`src/rtl/ttl_video_timing.sv`:
```
// Purpose: pixel-rate H/V timing generator (preset-reload 9-bit counter pair) with blank/sync/load flags.
// Latency: every output is registered and updates in the clk that samples a cen rising edge (1 clk).
// Backpressure: none; free-running on cen ticks, and a steady cen (high or low) simply holds all state.
//
// Ports:
//   clk, Reset_n   system clock; synchronous active-low reset (not gated by cen)
//   cen            pixel enable; each 0->1 transition seen on clk is one pixel tick
//   hcnt, vcnt     9-bit horizontal / vertical counts
//   hblank_n       low during horizontal blank   vblank_n  low during vertical blank
//   hsync_n        low during horizontal sync    vsync_n   low during vertical sync
//   line_ld_n      low for the tick period where hcnt == H_END (drives downstream load_n)
//   frame_start    one-clk pulse on the tick where both counts reload
module ttl_video_timing #(
    parameter logic [8:0] H_START = 9'h080,
    parameter logic [8:0] H_END   = 9'h1FF,
    parameter logic [8:0] HBL_OFF = 9'h088,
    parameter logic [8:0] HBL_ON  = 9'h188,
    parameter logic [8:0] HS_ON   = 9'h1A0,
    parameter logic [8:0] HS_OFF  = 9'h1C0,
    parameter logic [8:0] V_START = 9'h0F8,
    parameter logic [8:0] V_END   = 9'h1FF,
    parameter logic [8:0] VBL_OFF = 9'h100,
    parameter logic [8:0] VBL_ON  = 9'h1F0,
    parameter logic [8:0] VS_ON   = 9'h1F8,
    parameter logic [8:0] VS_OFF  = 9'h1FC
) (
    input  logic       clk,
    input  logic       Reset_n,
    input  logic       cen,
    output logic [8:0] hcnt,
    output logic [8:0] vcnt,
    output logic       hblank_n,
    output logic       vblank_n,
    output logic       hsync_n,
    output logic       vsync_n,
    output logic       line_ld_n,
    output logic       frame_start
);

    logic       last_cen;
    logic       tick;
    logic       h_wrap;
    logic       v_wrap;
    logic [8:0] hcnt_nxt;
    logic [8:0] vcnt_nxt;

    // last_cen keeps tracking cen through reset so that releasing reset
    // with cen already high cannot fabricate a tick.
    always_ff @(posedge clk) begin
        last_cen <= cen;
    end

    assign tick = cen & ~last_cen;

    // Next-count values, mirroring the 74LS163 preset reload at terminal count.
    always_comb begin
        h_wrap   = (hcnt == H_END);
        v_wrap   = (vcnt == V_END);
        hcnt_nxt = h_wrap ? H_START : hcnt + 9'd1;
        vcnt_nxt = v_wrap ? V_START : vcnt + 9'd1;
    end

    always_ff @(posedge clk) begin
        if (!Reset_n) begin
            hcnt        <= H_START;
            vcnt        <= V_START;
            hblank_n    <= 1'b0;
            vblank_n    <= 1'b0;
            hsync_n     <= 1'b1;
            vsync_n     <= 1'b1;
            line_ld_n   <= 1'b1;
            frame_start <= 1'b0;
        end else begin
            frame_start <= 1'b0;
            if (tick) begin
                hcnt <= hcnt_nxt;

                // Flags are set/reset latches keyed on the count being entered,
                // so they line up with the count value in the same clk.
                if (hcnt_nxt == HBL_OFF) begin
                    hblank_n <= 1'b1;
                end else if (hcnt_nxt == HBL_ON) begin
                    hblank_n <= 1'b0;
                end

                if (hcnt_nxt == HS_ON) begin
                    hsync_n <= 1'b0;
                end else if (hcnt_nxt == HS_OFF) begin
                    hsync_n <= 1'b1;
                end

                // Low for exactly the tick period spent at H_END; downstream
                // counters sharing cen see the load at the following tick.
                line_ld_n <= (hcnt_nxt != H_END);

                if (h_wrap) begin
                    vcnt <= vcnt_nxt;

                    if (vcnt_nxt == VBL_OFF) begin
                        vblank_n <= 1'b1;
                    end else if (vcnt_nxt == VBL_ON) begin
                        vblank_n <= 1'b0;
                    end

                    if (vcnt_nxt == VS_ON) begin
                        vsync_n <= 1'b0;
                    end else if (vcnt_nxt == VS_OFF) begin
                        vsync_n <= 1'b1;
                    end

                    frame_start <= v_wrap;
                end
            end
        end
    end

endmodule

```
`config.mk`:
```
export PLATFORM = sky130hd
export DESIGN_NAME = ttl_video_timing
export DESIGN_NICKNAME = d
export VERILOG_FILES = /design/src/rtl/ttl_video_timing.sv
export SDC_FILE = /design/constraint.sdc
export NUM_CORES = 1
export LEC_CHECK = 0
export ABC_AREA = 1
export BUFFER_PORTS_ARGS = -buffer_cell sky130_fd_sc_hd__buf_2
export CORE_MARGIN = 4
export CORE_UTILIZATION = 54
export CTS_CLUSTER_DIAMETER = 30
export DETAILED_ROUTE_END_ITERATION = 12
export MAX_ROUTING_LAYER = met4
export PLACE_DENSITY = 0.86
export SETUP_SLACK_MARGIN = 0.05
export SYNTH_ARGS = -nofsm -noshare
export SYNTH_HDL_FRONTEND = slang
export SYNTH_SLANG_ARGS = --single-unit
```
`constraint.sdc`:
```
create_clock -name clk -period 2.85 [get_ports clk]
set_input_delay 0.57 -clock clk [delete_from_list [all_inputs] [get_ports clk]]
set_output_delay 0.57 -clock clk [all_outputs]
set_load 0.03 [all_outputs]
```
After elaboration in Yosys (flattened, before gate mapping)
Cells that the tools add are included.
{"block": "classes", "addsub": 2, "eq_ne": 11, "mux": 10, "bitwise": 2, "n_reduce_logical": 10}
{"operator": "$eq 9x9->1 const B", "count": 9}
{"operator": "$add 9x1->9 const B", "count": 2}
{"operator": "$mux 9", "count": 2}
{"operator": "$eq 9x8->1 const B", "count": 1}
{"operator": "$ne 9x9->1 const B", "count": 1}
{"operator": "$reduce_and 3->1", "count": 3}
{"operator": "$mux 1", "count": 8}
{"operator": "$reduce_bool 2->1", "count": 4}
{"operator": "$reduce_and 2->1", "count": 3}
{"operator": "$and 1x1->1", "count": 1}
{"operator": "$not 1->1", "count": 1}
{"block": "word_totals", "register_bits": 25, "inputBits": 3, "output_inout_bits": 24, "word_cells": 44}

Depth between registers and ports, before layout
Gate-level depths: netlist of the first run.
{"block": "depth", "ltp_word": 5, "mapped_depth": 15, "depth_no_buf": 15}

Least setup slack after synthesis of the first run
OpenSTA, ideal clock, no wires.
{"block": "synth_timing", "path_type": "register to register", "startpoint": "reg hcnt[1]", "endpoint": "reg vsync_n", "setup_time_ns": 0.120, "t_arrival_ns": 2.147, "required_ns": 2.730, "slack_ns": 0.583, "path_stages_with_launch": 16, "n_path_buf": 0, "synth_period_minus_slack_ns": 2.267, "cell_sequence": "dfxtp_1 -> ha_1 -> nand2_2 -> nor2_2 -> nand3_1 -> nor2_1 -> ha_1 -> inv_1 -> nor2_4 -> nand2_2 -> clkinv_1 -> nand2_1 -> nor2_2 -> nand3_1 -> nand2_1 -> nand3_1"}
{"block": "synth_via", "elab_chain_len": 2}
{"element": "start: declaration", "line": "30", "text": "output logic [8:0] hcnt,"}
{"element": "start signal: assignment", "line": "76", "text": "hcnt <= hcnt_nxt;"}
{"element": "$eq 9x9->1", "line": "57", "text": "h_wrap = (hcnt == H_END);"}
{"element": "$reduce_and 3->1 (no source line)"}
{"element": "end signal: assignment", "line": "70", "text": "vsync_n <= 1'b1;"}
{"element": "end signal: assignment", "line": "106", "text": "vsync_n <= 1'b0;"}
{"element": "end signal: assignment", "line": "108", "text": "vsync_n <= 1'b1;"}
{"element": "end: declaration", "line": "35", "text": "output logic vsync_n,"}
Every way passes these cells.
A chain may end at the register's enable or synchronous reset.

Final worst setup path of the first run
Same ends and word-level chain as after synthesis.

==> results list, run 1 <==
- The number of global-route vias before repair was 1228.
- Counting the buffers created by CTS gives 3.
- During I/O placement, the number of pins put on the boundary was 27.
- Classification of the worst-slack hold path: primary input to flop
- The clock period could shrink to 2.20 ns.
- Global routing finished with a remaining overflow of 0.
* Worst-margin pin slew: 0.371 ns
* Count of buffers added by post-CTS timing repair for setup: 0
- Overall routing resource usage: 18.9%
- CTS built an H-tree with a depth of 1.
- The floorplan has 18 rows.
* Outcome: finished, final reports clean
- The number of gates resized after CTS was 0.
* Relative slew slack: 75.2%
* Core Area: 2500 um2
- Syn avg cell area: 7.13 um2
* Cell repeated most along the worst path: sky130_fd_sc_hd__nand3_1
* Per-cell routed wire length: 11.6 um
- Crit path arrival time: 2.42 ns
- After clock tree synthesis, the clock-pin slew on the worst setup and hold paths is 0.14 ns.
* Maximum number of pins on one net before global-route repair: 19
* CTS root buffer: sky130_fd_sc_hd__clkbuf_4
* Dominant combinational cell family by area after synthesis: simple AND/OR/NAND/NOR gates
- Detailed placement ended at an HPWL of 2330 um.
- Of the total synthesized cell area, the portion taken by AND, OR, NAND and NOR gates is 37.1%.
- The initial utilization of the core area, before any placement, comes to 56.8%.
* Period utilisation layout: 77.4%
- The Yosys step of the flow raised 0 warnings.
- Post-Place Setup Slack: 0.658 ns
- Number of failing setup endpoints in the final timing report: 0
- Total Neg Setup Slack: 0 ns
* Die outline height: 59.3 um
* Number of nets with antenna violations after detailed routing: 0
- Count of antenna diodes in the layout: 0
* Clk Latency, worst-skew pair: 0.32 ns
- For this design the ratio of total power to cell area is 365 nW/um2.
* Width of the die: 59.3 um
* Initial antenna violation count: 0
- Die area: 3510 um2
- Post-Synthesis Cells: 199
- Fraction of power spent switching nets: 26.8%
- On the critical path, the stage with the largest delay is an instance of sky130_fd_sc_hd__dfxtp_1.
- Layout overhead on the synthesized area: 12.9%
- Across the VDD grid, the largest voltage drop is 0.000221 V.
* Seq/Total Area, Yosys: 35.3%
* Post-synthesis cell area: 1420 um2
- Achievable frequency: 0.454 GHz
* Category of the worst setup path capture point: flop
- At the worst endpoint, the required time is 3.07 ns.
* Fraction of synthesized area in multiplexers: 0%
* DRC violation total after the first TritonRoute iteration: 49
- After detailed routing, the number of vias per cell comes to 5.33.
* # Max-Cap Violations: 0
- The first detailed-routing pass ran for 4 iterations.
* Pins over their slew limit: 0
- Setup slack after layout: 0.646 ns
- Buffers inserted to repair hold after CTS numbered 0.
- The first global-routing pass estimated 5070 um of wire.
- Counting both buffers and inverters, the worst setup path holds a total of 2.
- IO Port Bufs: 26
- The setup path with the least slack is of type flop to flop.
- Share of post-route cells with drive strength above 1: 25.6%
* Total clock sinks: 25
* Syn Nets: 209
* Clock tree skew after final layout: 0.00847 ns
- Final-report hold violation count: 0
- The clock passes through at most 2 buffers.
- Traced cell by cell, the critical path runs through ha_1 -> nand2_2 -> nor2_2 -> nand3_1 -> nor2_1 -> ha_1 -> inv_1 -> nor2_4 -> nand2_2 -> clkinv_1 -> nand2_1 -> nor2_2 -> nand3_1 -> nand2_1 -> nand3_1.
* Delay of the slowest critical-path stage: 0.45 ns
- Flop-to-flop setup slack: 0.65 ns
- In this run, synthesis produced a sequential element count of 25.
* Clock network fraction of design power: 27.1%
- Parity-gate share of the synthesized area counting xor and xnor cells: 0%
- Placer Congestion: 0.945
* Switching power total: 0.157 mW
- The share of total power dissipated in combinational logic is 10.4%.
- Sequential power share: 62.6%
- Final routed wirelength across all metal layers: 2970 um
- TritonCTS clock tree: built
- Adder and majority gate portion of the synthesized area: 6.17%
- The number of different library cells used by synthesis comes to 28.
- Leakage power summed over all cells: 0.760 nW
- The internal portion of the total power is 0.428 mW.
- Final net count: 238
- Total Power: 0.585 mW
* Largest driver fanout on the critical path: 7
* Critical path startpoint category: flop
- Remaining routing DRC violations: 0
- In this design, the largest share of critical-path delay is due to simple AND/OR/NAND/NOR gates.
* Total vias in the final route: 1371
- Share of the synthesized area in compound gates (AO/OA/AOI/OAI): 12.7%
* RSZ-0062 raised after global routing: no
[sequential cells by signal, summed over array words and instances, names as in the netlist]
signal	flops
hcnt	9
hsync_n	1
vblank_n	1
last_cen	1
hblank_n	1
vsync_n	1
frame_start	1
line_ld_n	1
vcnt	9
[path summary, 6_finish.rpt]
| check | from | cells past startpoint | end |
|---|---|---|---|
| max reg2reg | hcnt[1] | 15 | vsync_n |
| min | cen | 1 | last_cen |
| max | hcnt[1] | 15 | vsync_n |
| min reg2reg | vsync_n | 2 | vsync_n |
[worst register-to-register path: cells and delay by family (launching register included)]
kind / cells / cell delay (ns)
simple gates: 11 / 1.11
flops: 1 / 0.45
fa+ha+maj: 2 / 0.39
buf+inv: 2 / 0.18
[layout make-up]
class	instances	area, um2
inverter	30	113
fill	250	898
clock buffer	4	26.3
sequential	25	500
timing repair buffer	26	130
multi-input combinational	142	795
tap	30	37.5
[synthesized netlist by cell type (all sizes together)]
cell type / number / area (um2)
a21boi: 1 / 7.51
a22o: 1 / 8.76
a22oi: 1 / 7.51
nand2: 34 / 135
nand3: 28 / 165
o21bai: 1 / 7.51
nor4: 1 / 6.26
clkinv: 2 / 7.51
buf: 1 / 7.51
nor2b: 1 / 8.76
or2: 1 / 6.26
clkbuf: 1 / 3.75
a21oi: 16 / 80.1
o21ai: 13 / 68.8
nor2: 27 / 139
nor3: 5 / 35.0
inv: 28 / 105
nand4: 5 / 31.3
dfxtp: 25 / 500
ha: 7 / 87.6
[metrics by stage]
| step | instance area (um2) | utilization, % | cells | hold slack, ns |
|---|---|---|---|---|
| floorplan | 1420 | - | 199 | 0.572 |
| global placement | 1580 | 63.0 | 253 | 0.443 |
| detailed placement | 1580 | 63.0 | 253 | 0.438 |
| CTS | 1600 | 64.1 | 257 | 0.347 |
| global route | 1600 | 64.1 | 257 | 0.346 |
| finish | 1600 | 64.1 | 257 | 0.351 |
[power by group through the flow]
stage          logic [mW]  registers [mW]  clock network [mW]
2_1_floorplan      0.0330           0.385                   0
3_3_place_gp       0.0605           0.373                   0
3_5_place_dp       0.0605           0.373                   0
4_1_cts            0.0607           0.366               0.164
5_1_grt            0.0665           0.368               0.176
6_report           0.0606           0.366               0.158
[metal layers]
layer	up-vias	GRT usage [%]	wire, um
met2	30	32.6	1440
met4	0	7.12	36
met1	624	22.1	1370
met3	4	2.61	127
met5	-	-	0
li1	713	-	-
[layout by cell type (no fill, tap or decap), types with 2 or more instances in the layout]
master,netlist,layout
sky130_fd_sc_hd__nand2_2,3,3
sky130_fd_sc_hd__nor2_1,18,18
sky130_fd_sc_hd__nor2_4,3,3
sky130_fd_sc_hd__nor3_2,2,2
sky130_fd_sc_hd__inv_1,21,21
sky130_fd_sc_hd__clkbuf_4,0,3
sky130_fd_sc_hd__inv_2,7,7
sky130_fd_sc_hd__nand3_1,23,23
sky130_fd_sc_hd__o21ai_1,3,3
sky130_fd_sc_hd__nor3_1,3,3
sky130_fd_sc_hd__dfxtp_1,25,25
sky130_fd_sc_hd__nand4_1,5,5
sky130_fd_sc_hd__o21ai_0,9,9
sky130_fd_sc_hd__clkinv_1,2,2
sky130_fd_sc_hd__ha_1,7,7
sky130_fd_sc_hd__nand3_2,5,5
sky130_fd_sc_hd__nor2_2,6,6
sky130_fd_sc_hd__nand2_1,31,31
sky130_fd_sc_hd__buf_2,0,26
sky130_fd_sc_hd__a21oi_1,16,16
[cells by family (layout without fill, tap and decap cells)]
group,Yosys count,count (layout)
and+or+nand+nor,102,102
AOI/OAI and AO/OA,33,33
buffers and inverters,32,60
DFF,25,25
adders and majority gates,7,7
Note: power is estimated with default switching activity, not from simulation.
==> run 2, diff against run 1 <==
Clock period 2.85 ns to 2.2 ns, I/O delays scaled along.
==> run 2 against run 1 <==
Effect of this change:
- setup slack lost 0.40 ns
- maximum frequency grew 13%
- via count grew 3.4%
- hold slack lost 0.12 ns
- cell count grew 1.9%
- routed wire length grew 8.6%
- sequential cell count is the same
- largest cell class unchanged
==> results list, run 2 (same netlist as run 1, synthesis figures left out) <==
- Internal Dissipation: 0.557 mW (+30%)
* Relative slew slack: 75.2% (about the same)
- The final clock period utilization by the worst path was 88.9% (+12 points).
- Per-cell routed wire length: 12.3 um (+6.5%)
- The proportion of layout cells with a drive suffix above 1 came to 31.9% (+6.3 points).
* Flop-to-flop setup slack: 0.24 ns (-0.40 ns)
* IO Port Bufs: 26 (unchanged)
- The count of cells along the worst hold path came to 1 (unchanged).
- The total number of clock tree sinks was 25 (unchanged).
- The number of slew-limit violations in the final report came to 0 (unchanged).
- The relative contribution of combinational cells to total power is 11.1% (+0.7 points).
- The maximum count of clock buffers along a single path was 2 (unchanged).
- The DRC marker count from the first detailed-route iteration came to 65 (+33%).
* Final period demand of the worst path: 1.96 ns (-0.249 ns)
- The startpoint identified for the worst hold timing path is cen.
- Highest-count cells in the layout ignoring fill and taps: sky130_fd_sc_hd__nand2_1 (31), sky130_fd_sc_hd__buf_2 (26), sky130_fd_sc_hd__nand3_1 (21), sky130_fd_sc_hd__dfxtp_1 (21), sky130_fd_sc_hd__inv_1 (20)
* Data required time at the worst endpoint: 2.42 ns (-0.65 ns)
- The number of buffers inserted during clock tree synthesis came to 3 (unchanged).
* Most common cell after layout, fill and taps aside: sky130_fd_sc_hd__nand2_1
* Total half-perimeter wirelength after legalization and detailed placement: 2420 um (+3.7%)
- Number of optimization iterations in the first detailed-route pass: 4 (unchanged)
- The area of the die came to 3510 um2 (unchanged).
- The worst-case vdd ir drop is 0.000329 V (+49%).
- The number of buffers added to fix hold violations after cts came to 0 (unchanged).
* Worst-margin pin slew: 0.371 ns (-0.000504 ns)
- The critical-path maximum fanout came to 7 (unchanged).
- Remaining routing DRC violations: 0 (unchanged)
* TritonCTS clock tree: built
* CTS root buffer: sky130_fd_sc_hd__clkbuf_4
- The initial antenna violation count is 0 (unchanged).
- The number of standard-cell rows in the floorplan was 18 (unchanged).
* Destination of the worst register-to-register timing path: vblank_n
* Placer Congestion: 0.907 (-4.0%)
* Count of antenna diodes in the layout: 0 (unchanged)
- Leakage power summed over all cells: 0.785 nW (+3.3%)
- R2r startpoint: vcnt[1]
- Destination of the worst hold path: last_cen
- Achievable frequency: 0.511 GHz (+13%)
* Area of placed instances: 1590 um2 (+1.1%)
- RSZ-0062 raised after global routing: no
* H-tree depth: 1 (unchanged)
- The worst reg2reg path depth was 11 (-4).
- # Max-Cap Violations: 0 (unchanged)
- Core Area: 2500 um2 (unchanged)
- Critical path type: flop to flop
- Width of the die: 59.3 um (unchanged)
- Via density per instance: 5.41 (+1.4%)
- Clk Latency, worst-skew pair: 0.31 ns (about the same)
* Final-report hold violation count: 0 (unchanged)
- Number of failing setup endpoints in the final timing report: 0 (unchanged)
* Final routed wirelength across all metal layers: 3230 um (+8.6%)
- Fill cell count: 209 (-16%)
- Overall routing resource usage: 18.9% (-0.020 points)
* Final cell area excluding filler cells: 1700 um2 (+5.9%)
- The clock slew seen by the registers of the worst setup and hold paths is 0.14 ns (about the same).
- The data arrival at the endpoint of the critical path is 2.17 ns (-0.25 ns).
- Total Neg Setup Slack: 0 ns (unchanged)
- Sequential power share: 62.0% (-0.6 points)
- The global-route wire length before repair was 5040 um (-0.55%).
* Clock network fraction of design power: 26.9% (-0.2 points)
- Outcome: finished, final reports clean
- The number of antenna-violating nets in the routed design was 0 (unchanged).
* Number of global-route vias before repair: 1205 (-1.9%)
- Number of placed I/O pins: 27 (unchanged)
* Initial Utilization: 56.8% (unchanged)
* Switching power total: 0.207 mW (+32%)
* Clock tree skew after final layout: 0.00748 ns (-0.000991 ns)
- Critical path startpoint category: flop
- The power density normalized to cell area came to 451 nW/um2 (+23%).
* Maximum number of pins on one net before global-route repair: 19 (unchanged)
- The area growth from synthesis to layout is 19.6%.
- The worst hold path belongs to the class primary input to flop.
- Largest registers: hcnt (9), vcnt (9)
- The switching share of power was 27.1% (+0.28 points).
* GRT overflow: 0 (unchanged)
* Die outline height: 59.3 um (unchanged)
- Total vias in the final route: 1417 (+3.4%)
- Final net count: 243 (+2.1%)
- Category of the worst setup path capture point: flop
-- run 2: changes by cell type in the layout (fill, tap and decap cells not counted), sizes merged --
cell	change
buf	+5
-- run 2: worst max-delay path, cell delays in order, from the launching register on --
cell	delay [ns]
sky130_fd_sc_hd__dfxtp_2	0.40
sky130_fd_sc_hd__ha_1	0.20
sky130_fd_sc_hd__nand2_2	0.11
sky130_fd_sc_hd__nor4_4	0.25
sky130_fd_sc_hd__ha_1	0.21
sky130_fd_sc_hd__inv_1	0.13
sky130_fd_sc_hd__nand3_1	0.17
sky130_fd_sc_hd__nand2_1	0.08
sky130_fd_sc_hd__nor2_2	0.12
sky130_fd_sc_hd__nand3_1	0.08
sky130_fd_sc_hd__nand2_1	0.06
sky130_fd_sc_hd__a21oi_1	0.05
-- run 2: layout make-up --
| type | instances | area, um2 | area share, % |
|---|---|---|---|
| Inverter | 30 | 113 | 6.64 |
| Timing Repair Buffer | 31 | 168 | 9.88 |
| Sequential cell | 25 | 510 | 30.1 |
| Clock buffer | 4 | 26.3 | 1.55 |
| Multi-Input combinational cell | 142 | 842 | 49.6 |
| Tap cell | 30 | 37.5 | 2.21 |
-- run 2: per-layer routing --
layer  wire, um  up-vias  share of wire [%]  GRT usage [%]
li1           -      721                  -              -
met1       1520      641                 47           26.3
met2       1450       47                 45           28.4
met3        209        8                6.5           1.96
met4         40        0                1.2           6.47
met5          0        -                  0              -
-- run 2: per-stage QoR --
stage	setup WS (ns)	hold slack, ns	total power, mW	std cells	utilization (%)
finish	0.244	0.227	0.765	262	67.9
global placement	0.152	0.445	0.563	255	63.7
CTS	0.0840	0.221	0.767	259	65.0
global route	0.0588	0.223	0.797	262	67.9
floorplan	0.0904	0.468	0.542	199	-
detailed placement	0.0656	0.442	0.564	255	63.7
-- run 2: power by group through the flow --
stage / registers, mW / clock network (mW) / logic, mW
2_1_floorplan: 0.500 / 0 / 0.0427
3_3_place_gp: 0.484 / 0 / 0.0786
3_5_place_dp: 0.485 / 0 / 0.0787
4_1_cts: 0.474 / 0.214 / 0.0791
5_1_grt: 0.477 / 0.227 / 0.0928
6_report: 0.474 / 0.206 / 0.0849
-- run 2: worst max path at each step --
stage                       start        to  slack [ns]  depth (start not counted)
final                     vcnt[1]  vblank_n        0.24                         11
after global routing      hcnt[0]  vblank_n        0.06                         15
after floorplan           hcnt[1]   vsync_n        0.09                         15
after global placement    hcnt[0]   vsync_n        0.15                         15
after CTS                 hcnt[0]   hsync_n        0.08                         13
after detailed placement  hcnt[0]  vblank_n        0.07                         15
-- run 2: repair_timing --
item | 4_1_cts | 5_1_grt
setup buffers | 0 | 3
gates resized for setup | 3 | 12
setup endpoints to repair | 2 | 11
pin swaps | 0 | 4
